<file path="config.mk">
export PLATFORM = sky130hd
export DESIGN_NAME = matrix_scan_ctrl_flat
export DESIGN_NICKNAME = d
export VERILOG_FILES = /design/src/rtl/matrix_pkg.sv /design/src/rtl/matrix_scan_ctrl_if.sv /design/src/rtl/matrix_fb_bank.sv /design/src/rtl/matrix_scan_ctrl.sv /design/src/flat_wrapper.sv
export SDC_FILE = /design/constraint.sdc
export NUM_CORES = 1
export LEC_CHECK = 0
export ABC_AREA = 1
export BUFFER_PORTS_ARGS = -buffer_cell sky130_fd_sc_hd__buf_2
export CORE_MARGIN = 8
export CORE_UTILIZATION = 45
export CTS_CLUSTER_DIAMETER = 40
export DETAILED_ROUTE_END_ITERATION = 16
export PLACE_DENSITY = 0.63
export SYNTH_ARGS = -nofsm -noshare
export SYNTH_HDL_FRONTEND = slang
export SYNTH_HIERARCHICAL = 1
export SYNTH_SLANG_ARGS = --single-unit
</file>
<file path="constraint.sdc">
create_clock -name clk -period 4.35 [get_ports clk]
set_clock_uncertainty 0.1 [all_clocks]
set_input_delay 0.87 -clock clk [delete_from_list [all_inputs] [get_ports clk]]
set_output_delay 0.87 -clock clk [all_outputs]
set_load 0.02 [all_outputs]
</file>
<file path="src/rtl/matrix_pkg.sv">
// rtl/matrix_pkg.sv - shared types, default parameters and row-level helper for the matrix scanner
// Contents:
//   scan_state_e   : per-row FSM state (blank window, then show window)
//   DEF_*          : default parameter values for the scanner and its bank
//   row_level()    : maps "row selected" onto the physical row pin level
package matrix_pkg;

  typedef enum logic {
    ST_BLANK = 1'b0,
    ST_SHOW  = 1'b1
  } scan_state_e;

  localparam int DEF_ROWS           = 8;
  localparam int DEF_COLS           = 8;
  localparam int DEF_DIV            = 5000;
  localparam int DEF_BLANK          = 8;
  localparam int DEF_ROW_ACTIVE_LOW = 1;

  // Active-low boards invert the select, so a selected row reads 0 on the pin.
  function automatic logic row_level(input logic active_low, input logic selected);
    return selected ^ active_low;
  endfunction

endpackage

</file>
<file path="src/rtl/matrix_scan_ctrl_if.sv">
// rtl/matrix_scan_ctrl_if.sv - back-buffer write bus and swap handshake for the matrix scanner
// Signals:
//   wr_en, wr_row, wr_r, wr_g : one-row write into the back bank
//   swap_req                  : request to present the back bank (level or pulse)
//   swap_ack                  : one-cycle pulse when the banks flip
// Modports: master (host side), slave (scanner side)
interface matrix_scan_ctrl_if
  import matrix_pkg::*;
#(
  parameter int ROWS = DEF_ROWS,
  parameter int COLS = DEF_COLS
);
  localparam int RW = $clog2(ROWS);

  logic            wr_en;
  logic [RW-1:0]   wr_row;
  logic [COLS-1:0] wr_r;
  logic [COLS-1:0] wr_g;
  logic            swap_req;
  logic            swap_ack;

  modport master (output wr_en, wr_row, wr_r, wr_g, swap_req, input swap_ack);
  modport slave  (input wr_en, wr_row, wr_r, wr_g, swap_req, output swap_ack);

endinterface

</file>
<file path="src/rtl/matrix_fb_bank.sv">
// rtl/matrix_fb_bank.sv - double-buffered red/green row storage with bank flip
// Ports:
//   clk, rst          : clock, synchronous active-high reset (clears both banks)
//   wr_en_i, wr_row_i : back-bank row write strobe and row index
//   wr_r_i, wr_g_i    : row contents to write
//   flip_i            : exchange front and back banks at this edge
//   rd_row_i          : front-bank row to read
//   rd_r_o, rd_g_o    : front-bank contents of rd_row_i (combinational)
module matrix_fb_bank
  import matrix_pkg::*;
#(
  parameter int  ROWS = DEF_ROWS,
  parameter int  COLS = DEF_COLS,
  localparam int RW   = $clog2(ROWS)
) (
  input  logic            clk,
  input  logic            rst,
  input  logic            wr_en_i,
  input  logic [RW-1:0]   wr_row_i,
  input  logic [COLS-1:0] wr_r_i,
  input  logic [COLS-1:0] wr_g_i,
  input  logic            flip_i,
  input  logic [RW-1:0]   rd_row_i,
  output logic [COLS-1:0] rd_r_o,
  output logic [COLS-1:0] rd_g_o
);

  localparam logic [RW:0] ROWS_L = (RW+1)'(ROWS);

  logic [COLS-1:0] mem_r_q [2][ROWS];
  logic [COLS-1:0] mem_g_q [2][ROWS];
  logic            front_sel_q;
  logic            wr_ok;

  // Indices past the last row are dropped (only possible when ROWS is not a power of two).
  assign wr_ok = wr_en_i && ({1'b0, wr_row_i} < ROWS_L);

  // The write decode uses the pre-flip select, so a write on the flip edge lands in
  // the bank that becomes the front and is shown in the new frame.
  always_ff @(posedge clk) begin
    if (rst) begin
      front_sel_q <= 1'b0;
      for (int b = 0; b < 2; b++) begin
        for (int r = 0; r < ROWS; r++) begin
          mem_r_q[b][r] <= '0;
          mem_g_q[b][r] <= '0;
        end
      end
    end else begin
      if (flip_i) begin
        front_sel_q <= ~front_sel_q;
      end
      if (wr_ok) begin
        mem_r_q[~front_sel_q][wr_row_i] <= wr_r_i;
        mem_g_q[~front_sel_q][wr_row_i] <= wr_g_i;
      end
    end
  end

  assign rd_r_o = mem_r_q[front_sel_q][rd_row_i];
  assign rd_g_o = mem_g_q[front_sel_q][rd_row_i];

endmodule

</file>
<file path="src/rtl/matrix_scan_ctrl.sv">
// rtl/matrix_scan_ctrl.sv - row-multiplexed bi-colour LED matrix scanner with double buffering
// Ports:
//   clk, rst          : clock, synchronous active-high reset
//   bus (slave)       : back-bank write bus and swap_req/swap_ack handshake
//   frame_start       : pulse on the first cycle of row 0 dwell (registered)
//   output_row        : row select, one-hot in the active sense (registered)
//   output_col_r/_g   : red/green column drive, active-high (registered)
// All pins lag the FSM state by one cycle.
module matrix_scan_ctrl
  import matrix_pkg::*;
#(
  parameter int ROWS           = DEF_ROWS,
  parameter int COLS           = DEF_COLS,
  parameter int DIV            = DEF_DIV,
  parameter int BLANK          = DEF_BLANK,
  parameter int ROW_ACTIVE_LOW = DEF_ROW_ACTIVE_LOW
) (
  input  logic                clk,
  input  logic                rst,
  matrix_scan_ctrl_if.slave   bus,
  output logic                frame_start,
  output logic [ROWS-1:0]     output_row,
  output logic [COLS-1:0]     output_col_r,
  output logic [COLS-1:0]     output_col_g
);

  localparam int RW = $clog2(ROWS);
  localparam int CW = (DIV > 1) ? $clog2(DIV) : 1;

  localparam logic [CW-1:0]   CNT_LAST   = CW'(DIV - 1);
  localparam logic [CW-1:0]   BLANK_LAST = CW'((BLANK > 0) ? BLANK - 1 : 0);
  localparam logic [RW-1:0]   ROW_LAST   = RW'(ROWS - 1);
  localparam logic [ROWS-1:0] ROW_IDLE   = (ROW_ACTIVE_LOW != 0) ? {ROWS{1'b1}} : {ROWS{1'b0}};

  scan_state_e   state_q, state_d;
  logic [CW-1:0] cnt_q, cnt_d;
  logic [RW-1:0] row_q, row_d;
  logic          pending_q, pending_d;
  logic          last_dwell;
  logic          flip;

  logic [COLS-1:0] front_r, front_g;

  logic [ROWS-1:0] row_sel_d, row_sel_q;
  logic [COLS-1:0] col_r_d, col_r_q;
  logic [COLS-1:0] col_g_d, col_g_q;
  logic            frame_start_d, frame_start_q;
  logic            swap_ack_d, swap_ack_q;

  matrix_fb_bank #(
    .ROWS (ROWS),
    .COLS (COLS)
  ) u_bank (
    .clk      (clk),
    .rst      (rst),
    .wr_en_i  (bus.wr_en),
    .wr_row_i (bus.wr_row),
    .wr_r_i   (bus.wr_r),
    .wr_g_i   (bus.wr_g),
    .flip_i   (flip),
    .rd_row_i (row_q),
    .rd_r_o   (front_r),
    .rd_g_o   (front_g)
  );

  // State register: FSM state, dwell counter, row pointer and swap-pending flag.
  always_ff @(posedge clk) begin
    if (rst) begin
      state_q   <= ST_BLANK;
      cnt_q     <= '0;
      row_q     <= '0;
      pending_q <= 1'b0;
    end else begin
      state_q   <= state_d;
      cnt_q     <= cnt_d;
      row_q     <= row_d;
      pending_q <= pending_d;
    end
  end

  // Next-state logic.
  always_comb begin
    last_dwell = (cnt_q == CNT_LAST);
    flip       = last_dwell && (row_q == ROW_LAST) && pending_q;

    cnt_d = last_dwell ? '0 : cnt_q + 1'b1;
    row_d = row_q;
    if (last_dwell) begin
      row_d = (row_q == ROW_LAST) ? '0 : row_q + 1'b1;
    end

    // A request on the flip cycle re-arms the flag, so it carries into the next frame.
    pending_d = bus.swap_req | (pending_q & ~flip);

    state_d = state_q;
    unique case (state_q)
      ST_BLANK: if ((BLANK == 0) || (cnt_q == BLANK_LAST)) state_d = ST_SHOW;
      ST_SHOW:  if (last_dwell && (BLANK != 0))            state_d = ST_BLANK;
      default:  state_d = ST_BLANK;
    endcase
  end

  // Output decode. A row with no lit LED in either colour is left unselected, so an
  // empty frame keeps every row inactive.
  always_comb begin
    row_sel_d     = ROW_IDLE;
    col_r_d       = '0;
    col_g_d       = '0;
    frame_start_d = (cnt_q == '0) && (row_q == '0);
    swap_ack_d    = flip;
    if (state_q == ST_SHOW) begin
      col_r_d = front_r;
      col_g_d = front_g;
      for (int i = 0; i < ROWS; i++) begin
        row_sel_d[i] = row_level(ROW_ACTIVE_LOW != 0,
                                 (row_q == RW'(i)) && ((|front_r) || (|front_g)));
      end
    end
  end

  // Output registers.
  always_ff @(posedge clk) begin
    if (rst) begin
      row_sel_q     <= ROW_IDLE;
      col_r_q       <= '0;
      col_g_q       <= '0;
      frame_start_q <= 1'b0;
      swap_ack_q    <= 1'b0;
    end else begin
      row_sel_q     <= row_sel_d;
      col_r_q       <= col_r_d;
      col_g_q       <= col_g_d;
      frame_start_q <= frame_start_d;
      swap_ack_q    <= swap_ack_d;
    end
  end

  assign output_row   = row_sel_q;
  assign output_col_r = col_r_q;
  assign output_col_g = col_g_q;
  assign frame_start  = frame_start_q;
  assign bus.swap_ack = swap_ack_q;

endmodule

</file>
<file path="src/flat_wrapper.sv">
// flat-port wrapper written by rule: the top's interface ports become plain ports
module matrix_scan_ctrl_flat import matrix_pkg::*;
#(
  parameter int ROWS           = DEF_ROWS,
  parameter int COLS           = DEF_COLS,
  parameter int DIV            = DEF_DIV,
  parameter int BLANK          = DEF_BLANK,
  parameter int ROW_ACTIVE_LOW = DEF_ROW_ACTIVE_LOW
)
  (clk, rst, frame_start, output_row, output_col_r, output_col_g, bus_wr_en, bus_wr_row, bus_wr_r, bus_wr_g, bus_swap_req, bus_swap_ack);
  matrix_scan_ctrl_if #(.ROWS(ROWS), .COLS(COLS)) bus_i ();
  input  logic clk;
  input  logic rst;
  output logic frame_start;
  output logic [ROWS-1:0] output_row;
  output logic [COLS-1:0] output_col_r;
  output logic [COLS-1:0] output_col_g;
  input wire logic [$bits(bus_i.wr_en)-1:0] bus_wr_en;
  input wire logic [$bits(bus_i.wr_row)-1:0] bus_wr_row;
  input wire logic [$bits(bus_i.wr_r)-1:0] bus_wr_r;
  input wire logic [$bits(bus_i.wr_g)-1:0] bus_wr_g;
  input wire logic [$bits(bus_i.swap_req)-1:0] bus_swap_req;
  output wire logic [$bits(bus_i.swap_ack)-1:0] bus_swap_ack;
  assign bus_i.wr_en = bus_wr_en;
  assign bus_i.wr_row = bus_wr_row;
  assign bus_i.wr_r = bus_wr_r;
  assign bus_i.wr_g = bus_wr_g;
  assign bus_i.swap_req = bus_swap_req;
  assign bus_swap_ack = bus_i.swap_ack;
  matrix_scan_ctrl #(.ROWS(ROWS), .COLS(COLS), .DIV(DIV), .BLANK(BLANK), .ROW_ACTIVE_LOW(ROW_ACTIVE_LOW)) u_core (.clk(clk), .rst(rst), .bus(bus_i), .frame_start(frame_start), .output_row(output_row), .output_col_r(output_col_r), .output_col_g(output_col_g));
endmodule
</file>
Yosys cells after proc, flatten, opt, wreduce, memory -nomap -nowiden
Memories as Yosys holds them, arrays and structs flattened. A register that Yosys moved wholly into a read port is not among the register bits.
Cells that the tools add are included.
{ "op_classes": {"n_addsub": 2, "eq_ne": 9, "n_mux": 27, "bitwise": 15, "n_reduce_logical": 21, "magnitude_cmp": 3} }
{ "ops": {"columns": ["op", "n"], "rows": [
  ["2-to-1 mux 64 bit", 5],
  ["OR reduction 64 bit", 2],
  ["binary-select mux 8 bit (select 3 bit)", 2],
  ["2-to-1 mux 8 bit", 5],
  ["demux 8 bit (select 3 bit)", 1],
  ["OR reduction 8 bit", 2],
  ["adder 13 x 1 -> 13 bit, second input constant", 1],
  ["equality test 13 bit, second input constant", 1],
  ["equality test 13 x 3 -> 1 bit, second input constant", 1],
  ["logical NOT 13 bit", 1],
  ["equality test 3 bit, second input constant", 4],
  ["logical AND 1 bit", 12],
  ["2-to-1 mux 1 bit", 12],
  ["inverter 1 bit", 11],
  [">= comparator 4 bit, second input constant", 2],
  ["inverter 3 -> 4 bit", 2],
  ["equality test 3 x 2 -> 1 bit, second input constant", 2],
  ["less-than comparator 4 x 1 -> 1 bit, second input constant", 1],
  ["OR reduction 2 bit", 2],
  ["adder 3 x 1 -> 3 bit, second input constant", 1],
  ["equality test 3 x 1 -> 1 bit, second input constant", 1],
  ["logical NOT 3 bit", 1],
  ["2-to-1 mux 3 bit", 1],
  ["case mux 1 bit (2 select lines)", 1],
  ["other kinds (3)", 3]
]} }
{ "word_totals": {"n_memories": 2, "register_bits": 45, "word_cells": 89, "ram_bits": 256} }
{ "mem_list": {"columns": ["memory", "words", "word_bits", "read_ports", "rd_ports_with_merged_regs", "wr", "line", "source"], "rows": [
  ["u_core.u_bank.mem_g_q", 2, 64, 1, 1, 2, "matrix_fb_bank.sv:31", "logic [COLS-1:0] mem_g_q [2][ROWS];"],
  ["u_core.u_bank.mem_r_q", 2, 64, 1, 1, 2, "matrix_fb_bank.sv:30", "logic [COLS-1:0] mem_r_q [2][ROWS];"]
]} }

Depth between registers and ports, before layout
Gate-level depths: netlist (run 1).
{ "depth": {"ltp_word": 8, "mapped_depth": 14, "ltp_nobuf": 12} }

By module
The synthesis (run 1) kept the hierarchy.
{ "by_module_without_submodules": {"columns": ["module", "cells_each", "n_inst", "area_each_um2", "seq_area_each_um2"], "rows": [
  ["matrix_fb_bank", 1275, 1, 11971.5, 7727.4],
  ["matrix_scan_ctrl", 210, 1, 1722.9, 880.8]
]} }

Worst setup path after synthesis (run 1)
Ideal clock, no wire load.
{ "synth_timing": {"path_type": "input-to-reg", "startpoint": "input rst", "endpoint": "memory u_core/u_bank/mem_g_q[1][10] (netlist bit), enable pin", "setup_time_ps": 394, "t_arrival_ps": 2169, "slack_ps": 1687, "cell_stages": 6, "cell_sequence": "buf_4 nor2_8 nand2_4 inv_2 buf_6 a21oi_1"} }
{ "synth_rtl": {"columns": ["item", "line", "source"], "rows": [
  ["start, declared", "flat_wrapper.sv:13", "input logic rst;"],
  ["end, declared", "matrix_fb_bank.sv:31", null]
]} }

Worst setup path in the final report (run 1)
{ "layout_timing": {"startpoint": "register u_core.row_q[1]", "endpoint": "register u_core.row_sel_q[2], in the netlist u_core/output_row[2]"} }
{ "layout_between": {"elab_chain_cells": 8, "word_cells_on_any_way": 13, "classes_between": "eq/ne (1); mux (6); bitwise (2); reduce/logical (4)"} }
{ "layout_rtl": {"columns": ["item", "line", "source"], "rows": [
  ["start, declared", "matrix_scan_ctrl.sv:37", "logic [RW-1:0] row_q, row_d;"],
  ["start signal, assigned", "matrix_scan_ctrl.sv:76", "row_q <= row_d;"],
  ["inverter 3 -> 4 bit (implied by the code)", "matrix_fb_bank.sv:61", "assign rd_g_o = mem_g_q[front_sel_q][rd_row_i];"],
  ["binary-select mux 8 bit (select 3 bit)", "matrix_fb_bank.sv:61", null],
  ["2-to-1 mux 8 bit (implied by the code) (2 in series)", "matrix_fb_bank.sv:61", null],
  ["net u_core.front_g[7]", "matrix_scan_ctrl.sv:42", "logic [COLS-1:0] front_r, front_g;"],
  ["OR reduction 8 bit", "matrix_scan_ctrl.sv:116", "(row_q == RW'(i)) && ((|front_r) || (|front_g)));"],
  ["logical OR 1 bit", "matrix_scan_ctrl.sv:116", null],
  ["logical AND 1 bit", "matrix_scan_ctrl.sv:116", null],
  ["inverter 1 bit (no source line)", null, null],
  ["end signal, assigned", "matrix_scan_ctrl.sv:130", "row_sel_q <= row_sel_d;"],
  ["end, declared", "matrix_scan_ctrl.sv:44", "logic [ROWS-1:0] row_sel_d, row_sel_q;"]
]} }
The timed path passes the listed nets, and every way through them passes these cells. The select of a mux whose other input is x is not followed.
A chain may end at the register's enable or synchronous reset.

==> run_results.csv, run 1 <==
group,metric,value,unit
synth,cells_after_synthesis,1485,
clock_network,tritoncts,"built",
critical_path,endpoint_kind,"flop",
sta,finalSetupViolCount,0,
drt,detail_route.drc_violations,0,
critical_path,timing.setup.critical_path_class,"flop to flop",
synth,avg_synthesized_cell_area,9.22,µm²
outcome,result_of_the_run,"completed",
clock_network,cts_root_buffer,"sky130_fd_sc_hd__clkbuf_16",
synth,mappedNetlistArea,13700,µm²
synth,postSynthRegisterBits,302,
clock_network,clock_latency,0.52,ns
sta,max_slew.worst_pin.slew,1.15,ns
sta,totalNegativeSetupSlack,0,ns
clock_network,worst_setup_hold_path_clk_slew,0.06,ns
run,drv_cap,0,
placed_design,port_buffers,48,
drt,wl_per_cell,18.3,µm
synth,yosys.cell_types.count,30,
sta,timing.fmax,338,MHz
floorplan,die_area,36300,µm²
floorplan,ioPinCount,49,
critical_path,critical_path_required,4.71,ns
synth,synth_warnings,6,
critical_path,cp_data_arrival_time,3.31,ns
synth,synth.yosys.seq_area_share,0.629,
placed_design,gp_congestion,0.855,
worst_hold_path,worstHoldPathType,"flop to flop",
sta,fin_worst_hold_slack,0.356,ns
final_layout,finalCoreUtilization,0.512,
clock_network,cts_buffers,37,
grt,grt_overflow,0,
pwr,total_power,6.58,mW
grt,number_of_global_route_vias_before_repair,9451,
grt,grt_max_degree,129,
clock_network,cts.repair_timing.setup_buffer_count,0,
synth,number_of_synthesized_flops_with_an_enable_pin,256,
synth,syn-num-nets,1516,
critical_path,setup.worst_path.start_class,"flop",
final_layout,leading_cell_types_in_the_layout_fill_and_taps_excluded,"sky130_fd_sc_hd__nand2_1, sky130_fd_sc_hd__edfxtp_1, sky130_fd_sc_hd__inv_1",
grt,grt.total_usage,0.196,
clock_network,post_cts_resize_count,0,
critical_path,crit_path_max_fanout,23,
drt,ant_nets,0,
floorplan,rows,64,
sta,report.final.slew_viol_count,0,
final_layout,area_delta_synth_final,13.1,%
drt,drt-pass1-iter-count,6,
floorplan,placeableCoreArea,30300,µm²
pwr,p_leak,6.68,nW
final_layout,mostFrequentLayoutCell,"sky130_fd_sc_hd__nand2_1",
floorplan,start_util,0.452,
pwr,vdd.ir_drop.worst,0.000244,V
grt,antenna_violations_before_repair,2,
sta,max_slew_margin,0.234,
floorplan,die_h,190,µm
drt,route.vias.total,9921,
sta,report.final.hold_viol_count,0,
critical_path,ff2ff_setup_slack,1.39,ns
sta,min_period_over_period,0.680,
grt,grt_pass1_wl,54700,µm
placed_design,detailed_place_hpwl,23100,µm
final_layout,layout-drive-gt1-share,0.110,
synth,synth_ff_type,"sky130_fd_sc_hd__edfxtp_1",
clock_network,hold_buf_cts,0,
clock_network,cts_sinks,302,
sta,min_tclk_post_route,2.96,ns
pwr,p_per_area,425,nW/µm²
drt,drt-total-wl,35600,µm
drt,detailedRoute.firstIterationViolations,1002,
sta,grt_setup_unrepaired,"no",
floorplan,die_w,190,µm
final_layout,nets,1552,
drt,avgViaCountPerCell,5.10,
clock_network,clock_path_buffers,3,
clock_network,htree_num_levels,2,
synth,synth-async-reset-ratio,0,
==> flip-flops by register name, summed over array words and instances, names as in the netlist, named ones only <==
| register | cells |
|---|---|
| u_core/output_col_r | 8 |
| u_core/row_q | 3 |
| u_core/bus.swap_ack | 1 |
| u_core/output_row | 8 |
| u_core/u_bank/mem_r_q | 128 |
| u_core/u_bank/front_sel_q | 1 |
| u_core/output_col_g | 8 |
| u_core/u_bank/mem_g_q | 128 |
| u_core/frame_start | 1 |
| u_core/state_q | 1 |
| u_core/cnt_q | 13 |
| u_core/pending_q | 1 |
==> power breakdown <==
part / switching, mW / total, mW / internal (mW)
clock: 1.24 / 3.02 / 1.78
combinational: 0.200 / 0.259 / 0.0594
sequential: 0.0359 / 3.30 / 3.26
total: 1.47 / 6.58 / 5.10
==> critical path, stage by stage (launching register included) <==
cell	delay, ns
sky130_fd_sc_hd__dfxtp_1	0.31
sky130_fd_sc_hd__inv_1	0.82
sky130_fd_sc_hd__buf_4	0.36
sky130_fd_sc_hd__nand3_1	0.10
sky130_fd_sc_hd__nand3_1	0.13
sky130_fd_sc_hd__nand2_1	0.13
sky130_fd_sc_hd__inv_1	0.09
sky130_fd_sc_hd__nand4_1	0.09
sky130_fd_sc_hd__nor2_1	0.30
sky130_fd_sc_hd__nand2_1	0.29
sky130_fd_sc_hd__nand4_1	0.15
==> area by class of cell <==
| cell class | count | area (µm²) |
|---|---|---|
| multi-input combinational | 863 | 3830 |
| fill | 2779 | 14800 |
| antenna | 1 | 2.50 |
| timing repair buffer | 64 | 373 |
| inverter | 253 | 951 |
| sequential | 302 | 8610 |
| clock buffer | 45 | 1030 |
| clock inverter | 22 | 193 |
| tap | 396 | 495 |
==> through the flow <==
| step | std cells | setup slack, ns | cell area [µm²] |
|---|---|---|---|
| after floorplan | 1485 | 1.69 | 13700 |
| after global placement | 1878 | 1.13 | 14300 |
| after detailed placement | 1878 | 1.06 | 14300 |
| after CTS | 1945 | 1.47 | 15500 |
| after global routing | 1946 | 1.22 | 15500 |
| final | 1946 | 1.39 | 15500 |
==> final timing paths <==
path,start,to,depth (start not counted)
setup / recovery,u_core/row_q[1],u_core/output_row[2],10
hold reg to reg,u_core/cnt_q[0],u_core/cnt_q[0],1
setup reg to reg,u_core/row_q[1],u_core/output_row[2],10
hold / removal,u_core/cnt_q[0],u_core/cnt_q[0],1
==> Yosys cell counts (5+ instances only) <==
master / number / share of area
sky130_fd_sc_hd__a21oi_1: 7 / 0.0026
sky130_fd_sc_hd__buf_1: 21 / 0.0058
sky130_fd_sc_hd__buf_2: 21 / 0.0077
sky130_fd_sc_hd__buf_6: 6 / 0.0049
sky130_fd_sc_hd__clkbuf_1: 17 / 0.0047
sky130_fd_sc_hd__dfxtp_1: 46 / 0.067
sky130_fd_sc_hd__edfxtp_1: 256 / 0.56
sky130_fd_sc_hd__ha_1: 8 / 0.0073
sky130_fd_sc_hd__inv_1: 249 / 0.068
sky130_fd_sc_hd__nand2_1: 389 / 0.11
sky130_fd_sc_hd__nand2_4: 6 / 0.0049
sky130_fd_sc_hd__nand3_1: 207 / 0.076
sky130_fd_sc_hd__nand4_1: 11 / 0.0050
sky130_fd_sc_hd__nor2_1: 194 / 0.053
sky130_fd_sc_hd__nor2_2: 14 / 0.0064
sky130_fd_sc_hd__nor3_1: 5 / 0.0018
==> cells by family (layout without fill, tap and decap cells) <==
logic type	count (synthesis)	after routing	synth area share
compound gates	12	12	0.00521
xor+xnor	6	6	0.00384
fa+ha+maj	8	8	0.00731
buf+inv	320	384	0.0935
flops	302	302	0.629
other cells	0	1	0
simple gates	837	837	0.262
==> layer usage <==
metal  global-route usage  up-vias  routed length (µm)
met3               0.0459       69                3440
li1                     -     4768                   -
met5                    0        -                  10
met2                0.305      467               16100
met4               0.0734        2                1060
met1                0.265     4615               15000
No activity file was read; power rests on OpenSTA's default activity.
==> inputs of run 2 (changes only) <==
- clock period: 4.35 -> 2.8 ns (I/O delays scaled with it)
==> run_results.csv, run 2 (synthesized netlist as in run 1, its figures left out) <==
group,metric,value,unit
pwr,net_switching_component_of_the_power,2.35,mW
grt,grt_overflow,0,
sta,min_tclk_post_route,2.45,ns
sta,timing.fmax,408,MHz
clock_network,cts_buffers,41,
grt,grt_pass1_wl,57100,µm
placed_design,detailed_place_hpwl,22000,µm
pwr,cell_internal_pwr,8.39,mW
final_layout,nets,1583,
floorplan,ioPinCount,49,
critical_path,rr_startpoint,"u_core/row_q[1]",
drt,avgViaCountPerCell,5.14,
floorplan,rows,64,
final_layout,area_delta_synth_final,16.5,%
clock_network,clock_latency,0.53,ns
drt,detail_route.drc_violations,0,
sta,finalSetupViolCount,0,
worst_hold_path,worstHoldPathType,"input port to flop",
sta,totalNegativeSetupSlack,0,ns
clock_network,htree_num_levels,2,
critical_path,timing.setup.critical_path_class,"flop to flop",
drt,route.vias.total,10174,
critical_path,critical_path.endpoint,"u_core/output_row[5]",
clock_network,cts.repair_timing.setup_buffer_count,0,
critical_path,cp_data_arrival_time,2.82,ns
pwr,clk_network_pwr_share,0.483,
clock_network,clock_path_buffers,3,
critical_path,endpoint_kind,"flop",
critical_path,critical_path_required,3.16,ns
sta,max_slew.worst_pin.slew,0.596,ns
sta,grt_setup_unrepaired,"no",
clock_network,cts_sinks,302,
clock_network,hold_buf_cts,0,
pwr,logic_gate_share_of_total_power,0.041,
sta,fin_worst_hold_slack,0.196,ns
outcome,result_of_the_run,"completed",
placed_design,gp_congestion,0.841,
clock_network,post_cts_resize_count,0,
floorplan,die_h,190,µm
sta,report.final.slew_viol_count,0,
critical_path,timing.critical_path.from,"u_core/row_q[1]",
drt,drt-total-wl,37500,µm
clock_network,worst_setup_hold_path_clk_slew,0.06,ns
pwr,p_per_area,673,nW/µm²
clock_network,tritoncts,"built",
final_layout,layout-drive-gt1-share,0.125,
drt,detailedRoute.firstIterationViolations,940,
pwr,vdd.ir_drop.worst,0.000454,V
sta,min_period_over_period,0.876,
floorplan,start_util,0.452,
placed_design,pre_cts_ws,0.424,ns
floorplan,placeableCoreArea,30300,µm²
final_layout,number_of_antenna_repair_diodes,0,
pwr,p_leak,6.93,nW
final_layout,mostFrequentLayoutCell,"sky130_fd_sc_hd__nand2_1",
run,drv_cap,0,
floorplan,die_w,190,µm
final_layout,reg_top3,"u_core/u_bank/mem_g_q (128), u_core/u_bank/mem_r_q (128), u_core/cnt_q (13)",
pwr,power_switching_share,0.218,
grt,grt.total_usage,0.207,
drt,wl_per_cell,18.9,µm
sta,max_slew_margin,0.602,
drt,drt-pass1-iter-count,5,
critical_path,crit_path_max_fanout,17,
grt,number_of_global_route_vias_before_repair,9915,
grt,grt_max_degree,86,
critical_path,setup.worst_path.start_class,"flop",
sta,post-route-worst-setup-slack,0.348,ns
critical_path,ff2ff_setup_slack,0.35,ns
final_layout,leading_cell_types_in_the_layout_fill_and_taps_excluded,"sky130_fd_sc_hd__nand2_1, sky130_fd_sc_hd__edfxtp_1, sky130_fd_sc_hd__inv_1",
critical_path,depth_of_the_most_critical_reg_to_reg_path,9,
sta,report.final.hold_viol_count,0,
drt,ant_nets,0,
grt,antenna_violations_before_repair,1,
placed_design,port_buffers,48,
pwr,power_frac_seq,0.476,
clock_network,cts_root_buffer,"sky130_fd_sc_hd__clkbuf_16",
floorplan,die_area,36300,µm²
final_layout,finalCoreUtilization,0.527,
critical_path,critical_path.reg2reg.endpoint,"u_core/output_row[5]",
run 2: cell count changes in the layout (fill, tap and decap cells not counted):
cell,previous run,this run
sky130_fd_sc_hd__inv_8,3,2
sky130_fd_sc_hd__clkbuf_16,40,46
sky130_fd_sc_hd__diode_2,1,0
sky130_fd_sc_hd__buf_12,1,10
sky130_fd_sc_hd__clkinvlp_4,6,4
sky130_fd_sc_hd__clkbuf_1,4,7
sky130_fd_sc_hd__bufinv_16,1,2
sky130_fd_sc_hd__clkinv_4,3,2
sky130_fd_sc_hd__clkinv_1,2,6
sky130_fd_sc_hd__buf_4,15,33
sky130_fd_sc_hd__clkinv_2,4,2
run 2: stage by stage:
step / cells / power [mW] / area, µm²
6_report: 1980 / 10.7 / 16000
5_1_grt: 1980 / 11.1 / 16000
4_1_cts: 1980 / 10.8 / 16000
3_5_place_dp: 1905 / 5.65 / 14600
3_3_place_gp: 1905 / 5.63 / 14600
2_1_floorplan: 1485 / 5.44 / 13700
run 2: area by class of cell:
cell class	count	area (µm²)
clock buffers	54	1190
clock inverters	21	193
fillers	2728	14300
inverters	253	951
multi-input cells	863	3830
flip-flops and latches	302	8610
well taps	396	495
repair buffers	91	688
run 2: worst min-delay path by stage:
stage | start | end | cells past startpoint
final | bus_swap_req | u_core/pending_q | 3
after global routing | bus_swap_req | u_core/pending_q | 3
after CTS | bus_swap_req | u_core/pending_q | 3
after detailed placement | u_core/pending_q | u_core/pending_q | 2
after global placement | u_core/cnt_q[0] | u_core/cnt_q[0] | 1
after floorplan | u_core/cnt_q[0] | u_core/cnt_q[0] | 1
run 2: metal layers:
layer,vias to the layer above,global-route usage,part of all wire
li1,4832,-,-
met1,4819,0.276,0.43
met2,427,0.319,0.44
met3,94,0.0505,0.090
met4,2,0.0853,0.039
met5,-,0,0.00029
run 2: worst max-delay path: stages, from the launching register on:
cell,delay (ns)
sky130_fd_sc_hd__dfxtp_1,0.61
sky130_fd_sc_hd__buf_4,0.39
sky130_fd_sc_hd__nand3_1,0.11
sky130_fd_sc_hd__nand3_1,0.15
sky130_fd_sc_hd__nand2_1,0.12
sky130_fd_sc_hd__inv_1,0.10
sky130_fd_sc_hd__nand4_1,0.09
sky130_fd_sc_hd__nor2_1,0.27
sky130_fd_sc_hd__nand2_1,0.28
sky130_fd_sc_hd__nand4_1,0.14
run 2: power groups by stage:
stage / Sequential (mW) / Clock, mW / Combinational (mW)
2_1_floorplan: 5.20 / 0 / 0.240
3_3_place_gp: 5.20 / 0 / 0.431
3_5_place_dp: 5.21 / 0 / 0.437
4_1_cts: 5.12 / 5.28 / 0.440
5_1_grt: 5.13 / 5.44 / 0.485
6_report: 5.12 / 5.19 / 0.439
